**src/rtl/alu_writeback_stage.sv**
```systemverilog
// Write-back stage behind the ALU: 2-entry skid buffer, architectural flag register,
// condition-code predication of the register-file write, and a retired-instruction counter.
module alu_writeback_stage #(
    parameter int DATA_W     = 32,
    parameter int REG_ADDR_W = 5,
    parameter int CNT_W      = 16
) (
    input  logic                  clk,
    input  logic                  reset,
    input  logic                  in_valid,
    output logic                  in_ready,
    input  logic [DATA_W-1:0]     in_result,
    input  logic [3:0]            in_flags,
    input  logic [REG_ADDR_W-1:0] in_rd,
    input  logic                  in_wr_en,
    input  logic                  in_set_flags,
    input  logic [2:0]            in_cond,
    output logic                  out_valid,
    input  logic                  out_ready,
    output logic [DATA_W-1:0]     out_result,
    output logic [REG_ADDR_W-1:0] out_rd,
    output logic                  out_wr_en,
    output logic [3:0]            flags_q,
    output logic [CNT_W-1:0]      retired_cnt
);

    typedef enum logic [1:0] {EMPTY, ONE, FULL} state_t;

    state_t                  state, state_nxt;
    logic [DATA_W-1:0]       skid_result;
    logic [REG_ADDR_W-1:0]   skid_rd;
    logic                    skid_wr_en;
    logic                    accept, oxfer, cond_true, new_wr_en;
    logic                    load_main, load_skid, skid_to_main;

    assign out_valid = (state != EMPTY);
    assign accept    = in_valid & in_ready;
    assign oxfer     = out_valid & out_ready;

    // flags_q is the pre-edge value, so a back-to-back instruction sees the previous update
    always_comb begin
        cond_true = 1'b0;
        case (in_cond)
            3'd0: cond_true = 1'b1;
            3'd1: cond_true = flags_q[2];
            3'd2: cond_true = ~flags_q[2];
            3'd3: cond_true = flags_q[3] ^ flags_q[0];
            3'd4: cond_true = ~(flags_q[3] ^ flags_q[0]);
            3'd5: cond_true = flags_q[1];
            3'd6: cond_true = ~flags_q[1];
            default: cond_true = 1'b0;
        endcase
    end

    assign new_wr_en = in_wr_en & (in_rd != '0) & cond_true;

    always_comb begin
        state_nxt    = state;
        load_main    = 1'b0;
        load_skid    = 1'b0;
        skid_to_main = 1'b0;
        case (state)
            EMPTY: if (accept) begin
                state_nxt = ONE;
                load_main = 1'b1;
            end
            ONE: begin
                if (accept && oxfer) begin
                    load_main = 1'b1;
                end else if (accept) begin
                    load_skid = 1'b1;
                    state_nxt = FULL;
                end else if (oxfer) begin
                    state_nxt = EMPTY;
                end
            end
            FULL: if (oxfer) begin
                skid_to_main = 1'b1;
                state_nxt    = ONE;
            end
            default: state_nxt = EMPTY;
        endcase
    end

    always_ff @(posedge clk) begin
        if (reset) begin
            state       <= EMPTY;
            in_ready    <= 1'b1;
            out_result  <= '0;
            out_rd      <= '0;
            out_wr_en   <= 1'b0;
            skid_result <= '0;
            skid_rd     <= '0;
            skid_wr_en  <= 1'b0;
            flags_q     <= 4'b0;
            retired_cnt <= '0;
        end else begin
            state    <= state_nxt;
            // registered ready: no combinational path from out_ready
            in_ready <= (state_nxt != FULL);
            if (load_main) begin
                out_result <= in_result;
                out_rd     <= in_rd;
                out_wr_en  <= new_wr_en;
            end else if (skid_to_main) begin
                out_result <= skid_result;
                out_rd     <= skid_rd;
                out_wr_en  <= skid_wr_en;
            end
            if (load_skid) begin
                skid_result <= in_result;
                skid_rd     <= in_rd;
                skid_wr_en  <= new_wr_en;
            end
            if (accept && cond_true && in_set_flags)
                flags_q <= in_flags;
            if (oxfer)
                retired_cnt <= retired_cnt + 1'b1;
        end
    end

endmodule

```
**config.mk**
```make
export PLATFORM = sky130hd
export DESIGN_NAME = alu_writeback_stage
export DESIGN_NICKNAME = d
export VERILOG_FILES = /design/src/rtl/alu_writeback_stage.sv
export SDC_FILE = /design/constraint.sdc
export NUM_CORES = 1
export LEC_CHECK = 0
export CORE_MARGIN = 4
export CORE_UTILIZATION = 45
export CTS_BUF_LIST = sky130_fd_sc_hd__clkbuf_4 sky130_fd_sc_hd__clkbuf_8 sky130_fd_sc_hd__clkbuf_16
export DETAILED_ROUTE_END_ITERATION = 6
export PLACE_DENSITY_LB_ADDON = 0.05
export SLEW_MARGIN = 40
export SYNTH_ARGS = -nofsm -noshare
export SYNTH_HDL_FRONTEND = slang
export SYNTH_SLANG_ARGS = --single-unit
```
**constraint.sdc**
```tcl
create_clock -name clk -period 1.6 [get_ports clk]
set_input_delay 0.24 -clock clk [delete_from_list [all_inputs] [get_ports clk]]
set_output_delay 0.24 -clock clk [all_outputs]
set_load 0.02 [all_outputs]
```
### Word-level counts from Yosys, hierarchy flattened

Index checks and enable logic that the tools add are counted.

* add/subtract/negate cells: 1
* $mul: 0
* divide/modulo/power cells: 0
* order comparisons: 0
* equality and inequality tests: 9
* shift operators: 0
* multiplexer cells: 20
* bitwise gates (word level): 8
* reductions and logical operators: 8

Operator list (count)
* 32-bit 2-to-1 mux: 2
* 16-bit by 1-bit adder with 16-bit output, second input constant: 1
* 2-bit 2-to-1 mux: 5
* 5-bit 2-to-1 mux: 2
* 3-bit == test, second input constant: 3
* 1-bit 2-to-1 mux: 8
* 1-bit case mux with 7 select lines: 1
* 3-bit by 2-bit == test with 1-bit output, second input constant: 2
* 2-bit case mux with 3 select lines: 1
* 5-bit nonzero test: 1
* 1-bit bitwise AND: 4
* 2-bit nonzero test: 2
* 3-bit by 1-bit == test with 1-bit output, second input constant: 1
* 1-bit logical AND: 3
* 3-bit zero test: 1
* 1-bit NOT: 3
* 2-bit by 1-bit == test with 1-bit output, second input constant: 1
* 2-bit == test, second input constant: 1
* 2-bit zero test: 1
* 2-bit != test, second input constant: 1
* 1-bit case mux with 2 select lines: 1
* 1-bit XOR: 1

* register bits: 99
* bits in latches: 0
* bits in writable memories: 0
* bits in read-only memories: 0
* input port bits: 50
* output and inout bits: 60
* memories kept: 0

### Logic depth before layout (Yosys ltp)

Gate-level depths: netlist of run 1.

* depth after elaboration: 7
* mapped depth: 7
* depth with buffers taken out: 5

### Least setup slack after synthesis of run 1

No wires, ideal clock.

* path kind: register -> register
* from: register flags_q[2]
* to: register flags_q[0]
* data arrival time: 1.404 ns
* path slack: 0.069 ns
* cell stages (with the launch flop): 6
* buffers on the path: 0
* cells stage by stage: dfxtp_1 mux2_2 o21a_1 o22ai_2 mux2i_1 nor2_1

* longest elaborated chain between the ends: 4

RTL lines
* start, declared: line 23 `output logic [3:0] flags_q,`
* start signal, assigned: line 116 `flags_q <= in_flags;`
* 1-bit NOT: line 46 `3'd2: cond_true = ~flags_q[2];`
* 1-bit case mux with 7 select lines (*): line 43 `case (in_cond)`
* 1-bit logical AND (*) (2 in series): line 115 `if (accept && cond_true && in_set_flags)`

Every way passes the cells marked *; elsewhere a longest branch is shown, timed or not.
A chain may end at the register's enable or synchronous reset.

### Worst setup path in the final report of run 1

* from: register out_result[27]
* to: output port out_result[27]

RTL lines
* start, declared: line 20 `output logic [DATA_W-1:0] out_result,`
* start signal, assigned: line 102 `out_result <= in_result;`
* start signal, assigned: line 106 `out_result <= skid_result;`

No word-level cell between the ends.

==> metrics.txt, run 1 <==
status=complete, no violations; Final Worst Setup Slack=about 37 ps; DIE WIDTH=103.5 um; Die Ht=103.5 um; GRT Total Usage=18.16%; largest net degree at the start of global routing=51; layout cells sized above 1=around a tenth; core area=0.008806 mm^2; Worst slew margin=74.53%; crit-path max FO=2; die area=around 0.011 mm^2; top post-synthesis cells by area=dfxtp_1 48%, mux2i_1 11%, nand2_1 7.2%, a211oi_1 7.1%, nor2_1 5.5%; H-Tree Depth=3; Post-synth EDFFs=0; crit-path max cell delay=a little over 600 ps; Post-Synthesis Cell Area=0.004108 mm^2; Non-Filler Instances=approximately 700; slowest CP cell=clkdlybuf4s50_1; number of global-route vias before repair=3543; CP endpoint kind=output port; FF-to-FF Start=flags_q[2]; # diodes=0; initial antenna violation count=0; WHS=285.1 ps; DPL Wire Length=6731 um; io pins=110; Avg Inst Size Synth=8.969 um^2; Yosys top cell by area=dfxtp_1; most frequent cell after synthesis=dfxtp_1; power per cell area=896.2 mW/mm^2; Routed WL=9848 um; number of detailed-route iterations in the first pass=4; total clock sinks=99; Commonest cells post-synth=99 x dfxtp_1, 79 x nand2_1, 60 x nor2_1, 44 x mux2i_1, 40 x a21oi_1; CP top delay family=buffers and inverters; fin. max-slew vios=0; initial drt markers=96; Least-Margin Pin Slew=between 300 and 400 ps; Critical Path, Cell by Cell=clkdlybuf4s50_1; CTS tree=built; area grow syn2layout=37.34%; gp weighted congestion=around 0.79; Mapped Cells=~460; worst hold endpoint=flags_q[1]; Max-Cap Viols=0; total CTS buffers=9; Buf+Inv Stages, Crit Path=1; port bufs=109; residual DRC count=0; critical path startpoint category=flop; period utilization=97.67%; library cells used by synthesis=47; Worst Path Arrival=1320 ps; Worst Reg2Reg Path Length in Cells=5; # rows=34; worst setup path class=flop to output port; worst slack at placement=-309.3 ps; post-synthesis async set-or-reset flop share=0%; #FFs+latches synth=99; DP Cell Count=668; reg-to-reg slack, setup=170 ps; Worst R2R End=flags_q[0]; share of the synthesized area in the top cell type=48.25%; grt ovf=0; CP required=approximately 1400 ps; RSZ-0062 raised after global routing=no; final hold vios=0; sequential area share after synthesis=about half; clock period minus worst slack=1563 ps; DR vias/cell=5.168; Setup Buffers After CTS=0; clock insertion delay at the later pin of the skew report=350 ps; layout net count=approximately 620; Hold Crit Depth=2; antenna-violating nets left=0; Leakage=about 2.6 nW; HP Start=reset; net count of the mapped netlist=approximately 510; root buf cell=clkbuf_8; CTS clk-pin slew, worst paths=100 ps; WL/cell=14.40 um; final setup violation count=0; HP Class=primary input to flop; first-pass GRT wire length=16550 um; Synthesis Warnings=0; vias=3535; skew final=8.509 ps; worst vdd ir=0.0003917 V; initial core utilization=a little under half; Primary FF master, synth=dfxtp_1; Fmax=roughly 640 MHz; Max clock buf depth=2
[logic make-up after synthesis]
kind of cell | synth area share, %
compound gates | 14.13
xor+xnor | 2.985
fa+ha+maj | 0.3046
buf+inv | 4.447
flops | 48.25
mux | 11.00
simple gates | 18.89
[placed cells by master (no fill, tap or decap), types with 2 or more instances in the layout]
master           count
a211oi_1            39
a21oi_1             40
and2_1               2
and3_1               3
and4_1               2
buf_12               7
buf_4               19
clkbuf_8            10
clkdlybuf4s50_1     71
clkinvlp_4           2
dfxtp_1             99
dlygate4sd2_1       20
dlymetal6s2s_1      16
inv_1                3
mux2i_1             44
nand2_1             78
nand2_2              2
nand3_1              6
nand4_1              4
nor2_1              60
nor2b_1              2
o21ai_0              2
or2_2                2
xnor2_1              5
xor2_1               9
[final cells by class]
class / count / area (um^2)
fillers: 779 / 3164
flip-flops and latches: 99 / 1982
multi-input cells: 324 / 1952
repair buffers: 134 / 1379
clock buffers: 11 / 145.1
well taps: 108 / 135.1
clock inverters: 5 / 37.54
inverters: 3 / 11.26
[stage by stage]
| stage | setup TNS [ps] | instance area, um^2 | util [%] | total power [mW] |
|---|---|---|---|---|
| after floorplan | 0 | 4108 | - | 3.173 |
| after global placement | -12000 | 5438 | 61.75 | 3.621 |
| after detailed placement | -15100 | 5438 | 61.75 | 3.642 |
| after CTS | 0 | 5594 | 63.53 | 5.113 |
| after global routing | 0 | 5642 | 64.07 | 5.293 |
| final | 0 | 5642 | 64.07 | 5.056 |
[power by group]
group          internal [mW]  total [mW]  switching, mW  leakage, nW
combinational          0.452       0.904          0.452         1.70
clock                  0.632        1.49          0.859       0.0894
sequential              2.59        2.66         0.0703        0.809
[state kept, by name, summed over array words and instances (netlist names)]
signal       flops
retired_cnt     16
flags_q          4
skid_wr_en       1
state            2
out_result      32
skid_rd          5
out_rd           5
skid_result     32
out_wr_en        1
in_ready         1
[per-layer routing]
layer | vias up | wire length (um) | track usage, % | part of all wire [%]
met3 | 14 | 447 | 4.540 | 4.5
met4 | 0 | 141 | 6.838 | 1.4
met2 | 74 | 4710 | 31.07 | 48
li1 | 1802 | - | - | -
met5 | - | 0 | 0 | 0
met1 | 1645 | 4548 | 22.05 | 46
[how the worst max path moves through the flow]
stage	from	endpoint	slack [ps]	cells after the start
floorplan	flags_q[2]	flags_q[0]	70	5
global placement	in_cond[1]	flags_q[0]	-220	6
detailed placement	in_cond[1]	flags_q[0]	-310	6
CTS	out_rd[1]	out_rd[1]	3	1
global route	out_result[5]	out_result[5]	0.2	1
finish	out_result[27]	out_result[27]	40	1
[timing repair]
item | CTS | global route
resized for setup | 21 | 18
gates cloned | 0 | 0
hold buffers | 0 | 0
pin swaps | 0 | 1
endpoints found under the setup margin | 21 | 21
No activity file was read; power rests on OpenSTA's default activity.
==> run 2: changes to the inputs <==
CORE_UTILIZATION = 44   (was 45)
clock period = 1.4 ns   (was 1.6 ns; I/O delays follow)
==> metrics.txt, run 2 (synthesis results as in run 1) <==
status=complete, no violations; number of detailed-route iterations in the first pass=4; Top Registers=out_result: 32 flops, skid_result: 32 flops, retired_cnt: 16 flops; # diodes=0; DR vias/cell=5.212; WL/cell=15.23 um; first-pass GRT wire length=about 17000 um; H-Tree Depth=3; final hold vios=0; core area=0.008891 mm^2; HP Class=primary input to flop; FF-to-FF Start=flags_q[0]; total clock sinks=99; Critical Path, Cell by Cell=xnor2_2 -> a211oi_2 -> o22ai_4 -> mux2i_1 -> nor2_1; uppermost layer routed=met4; gp weighted congestion=0.7799; Hold Buf Count CTS=0; CP endpoint kind=flop; Die Ht=104.6 um; grt ovf=0; crit-path max cell delay=about 340 ps; most frequent cells in the layout=92 x dfxtp_1, 78 x nand2_1, 59 x nor2_1; Max-Cap Viols=0; met3 routed WL=460 um; DPL Wire Length=6847 um; WHS=159.1 ps; worst slack at placement=-476.8 ps; root buf cell=clkbuf_8; clock insertion delay at the later pin of the skew report=around 360 ps; initial drt markers=92; period utilization=roughly 100%; TNS Setup=0 ps; Fmax=roughly 720 MHz; Worst slew margin=76.09%; metal2 WL=5351 um; RSZ-0062 raised after global routing=yes; die area=0.01095 mm^2; layout cells sized above 1=16.97%; Final Worst Setup Slack=5.675 ps; crit-path max FO=4; critical path startpoint category=flop; HP Start=reset; DP Cell Count=roughly 680; CTS clk-pin slew, worst paths=90 ps; number of global-route vias before repair=between 3000 and 4000; CP top delay family=compound AO/OA/AOI/OAI gates; clock period minus worst slack=~1400 ps; io pins=110; metal1 wirelength=4803 um; layout net count=approximately 640; initial antenna violation count=0; final setup violation count=0; skew final=11.29 ps; DIE WIDTH=between 100 and 150 um; worst setup path class=flop to flop; Least-Margin Pin Slew=357.9 ps; area grow syn2layout=44.38%; largest net degree at the start of global routing=51; fin. max-slew vios=0; Non-Filler Instances=~700; GRT Total Usage=18.91%; slowest CP cell=dfxtp_1; worst vdd ir=0.0006898 V; Routed WL=10710 um; CTS tree=built; power per cell area=between 1000 and 1500 mW/mm^2; total CTS buffers=9; worst setup path start=flags_q[0]; Max clock buf depth=2; Leakage=approximately 2.7 nW; commonest non-fill, non-tap cell in the layout=dfxtp_1; # rows=34; vias=3664; initial core utilization=46.20%; CP required=1640 ps; residual DRC count=0; Buf+Inv Stages, Crit Path=0; design area=around 0.006 mm^2; antenna-violating nets left=0; port bufs=109; Worst Path Arrival=1640 ps; Placed Instance Area=0.005532 mm^2
[run 2: stage by stage]
stage               utilization (%)  total power, mW
floorplan                         -            3.634
global placement              62.21            4.167
detailed placement            62.21            4.188
CTS                           65.34            6.186
global route                  66.70            6.444
finish                        66.70            6.153
[run 2: report_power, final]
group	leakage, nW	switching (mW)	internal, mW
combinational	1.77	0.569	0.535
sequential	0.811	0.0821	2.96
clock	0.114	0.975	1.03
total	2.70	1.63	4.53
[run 2: path summary, 6_finish.rpt]
path	to	slack, ps	cells after the start
worst min-delay path	out_rd[3]	160	2
worst max-delay path	flags_q[3]	6	5
worst max register to register	flags_q[3]	6	5
worst min register to register	skid_rd[0]	460	2
[run 2: repair_timing]
action | in CTS | in global routing
resized for setup | 83 | 27
hold endpoints to repair | 0 | 0
setup endpoints to repair | 75 | 57
buffers inserted | 1 | 1
gates cloned | 2 | 2
pin swaps | 6 | 9
[run 2: metal layers]
metal  vias to the layer above  global-route usage [%]
li1                       1844                       -
met1                      1725                   24.22
met2                        87                   32.20
met3                         8                   4.377
met4                         0                   5.061
met5                         -                       0
[run 2: final cells by class]
type | instances | area [um^2]
clock buffers | 10 | 131.4
inverters | 3 | 11.26
repair buffers | 153 | 1501
well taps | 108 | 135.1
clock inverters | 6 | 88.84
multi-input cells | 324 | 2069
fillers | 763 | 2960
flip-flops and latches | 99 | 1993
[run 2: worst reg2reg max path, cell delays in order (launching register included)]
cell and delay (ps):
dfxtp_1 340, xnor2_2 250, a211oi_2 160, o22ai_4 270, mux2i_1 220, nor2_1 50
==> edit: new RTL, flow settings as in run 1 <==
The parameter `REG_ADDR_W` goes from 5 to 4.
--- a/src/rtl/alu_writeback_stage.sv
+++ b/src/rtl/alu_writeback_stage.sv
@@ -3,5 +3,5 @@
 module alu_writeback_stage #(
     parameter int DATA_W     = 32,
-    parameter int REG_ADDR_W = 5,
+    parameter int REG_ADDR_W = 4,
     parameter int CNT_W      = 16
 ) (
Interface: changed (resized in_rd and out_rd); port bits go from 110 to 108. No check against the original RTL was run, so the function may have changed too.
==> edit against run 1 <==
  * Sequential cell count decreased by 2
  * Worst setup slack got worse by 8.6 ps
  * Maximum frequency decreased by 0.55%
  * Total power increased by 0.65%
  * Non-clock buffer count increased by 8
  * Cell area increased by 1.4%
  * Area after synthesis about the same
  * Clock power increased by 7%
  * Routed wire length increased by 7.2%
==> edit: results (changes against run 1) <==
- RePlAce Congestion: 0.810 (+2.8%)
- Crit-path max FO: 2 (unchanged)
- Port Buffer Count: 107 (-1.8%)
- Worst skew pair latency: 360 ps
- EDFF count, synth: 0 (unchanged)
- Static leakage: 2.41 nW (-7.2%)
- Max IR drop VDD: 0.000382 V (-2.5%)
- CP delay by family, top: buffers and inverters
- Largest net degree at the start of global routing: 52 (+2.0%)
- Nets: 664 (+6.8%)
- Worst hold path type: primary input to flip-flop
- Synth Instances: 498 (+8.7%)
- Initial antenna violation count: 0 (unchanged)
- Final Instance Count excl. Fillers: 727 (+6.3%)
- Post-synth top area share: 47.2% (-1.0 points)
- Seq/Total Area, Yosys: 47.2% (-1.0 points)
- Worst path slowest cell: clkdlybuf4s50_1
- Synth cell types: 51 (+8.5%)
- Share of cells above drive strength 1: 12.0% (+2.6 points)
- Top Registers: out_result x32, skid_result x32, retired_cnt x16
- Synth warnings: 0 (unchanged)
- Dpl hpwl: 6780 um (+0.77%)
- Reg clk slew, reported paths: 100 ps (about the same)
- Total CTS buffers: 9 (unchanged)
- Flop2flop setup slack: 80 ps (-90 ps)
- H-tree levels: 3 (unchanged)
- Placed Instances: 706 (+5.7%)
- Max stage delay on crit path: 620 ps
- Synth top area cells: dfxtp_1 (47%), nand2_1 (14%), a311oi_1 (7.7%)
- Vias in the first global route: 3,777 (+6.6%)
- # diodes: 0 (unchanged)
- Fraction of registers with async set/reset: 0% (unchanged)
- Post-synth top cells: nand2_1 (152), dfxtp_1 (97), nor2_1 (52), a21oi_1 (40), a311oi_1 (36)
- Synth Net Count: 548 (+7.7%)
- Iteration-0 DRC Markers: 184 (+92%)
- First-pass GRT wire length: 17,500 um (+5.8%)
- Drt total wl: 10,600 um (+7.2%)
- Total GRT Usage: 19.1% (+0.97 points)
- Layout Skew: 17.6 ps (+9.10 ps)
- Max Buffers Root-to-Sink: 2 (unchanged)
- Via density: 5.27 (+1.9%)
- Root buffer cell: clkbuf_8
- Fillers: 774 (-0.64%)
- Drt first pass iters: 4 (unchanged)
- Outcome: finished, final reports clean
- Rel. slew slack: 70.7% (-3.9 points)
edit: metrics by stage:
stage                     hold WS (ps)  utilization (%)  worst slack [ps]  instance area [um2]  TNS (ps)
final                              296             65.0              28.6                 5720         0
after floorplan                    376                -              22.3                 4110         0
after detailed placement           447             61.5              -372                 5420    -20750
after global routing               324             65.0             -15.3                 5720     -40.5
after global placement             442             61.5              -326                 5420    -17120
after CTS                          283             63.4              1.20                 5580         0
edit: final timing paths:
kind,endpoint,cells past startpoint,start
setup / recovery,out_result[26],1,out_result[26]
hold / removal,retired_cnt[7],2,reset
hold reg to reg,skid_result[21],2,skid_result[21]
setup reg to reg,retired_cnt[15],4,retired_cnt[2]
edit: area by class of cell:
cell class	count	share of cell area (%)
Timing Repair Buffer	142	25.1
Multi-Input combinational cell	360	34.7
Tap cell	108	2.36
Clock inverter	5	0.809
Clock buffer	11	2.65
Inverter	4	0.262
Sequential cell	97	34.1
edit: worst reg2reg max path: cells and delay by family (launching register included):
| kind | cells | cell delay (ps) |
|---|---|---|
| flops | 1 | 430 |
| mux | 1 | 320 |
| simple gates | 2 | 540 |
| compound gates | 1 | 120 |
edit: power by group:
part	switching, mW	total (mW)	internal [mW]	leakage [nW]
Combinational	0.448	0.881	0.433	1.52
Sequential	0.0745	2.61	2.54	0.795
Clock	0.916	1.60	0.680	0.102
Total	1.44	5.09	3.65	2.41
edit: repair_timing:
action,CTS,global route
pin swaps,0,3
gates cloned,0,1
setup endpoints to repair,33,44
resized for setup,33,27
buffers inserted,0,4
edit: metal layers:
metal,track usage [%],share of wire [%]
met1,23.4,45
met2,33.3,49
met3,4.73,5.3
met4,5.70,0.82
met5,0,0
edit: logic make-up after synthesis:
| group | synth area share, % |
|---|---|
| xor+xnor | 2.34 |
| simple gates | 26.3 |
| mux | 2.80 |
| buf+inv | 5.21 |
| compound gates | 15.8 |
| flops | 47.2 |
| fa+ha+maj | 0.304 |
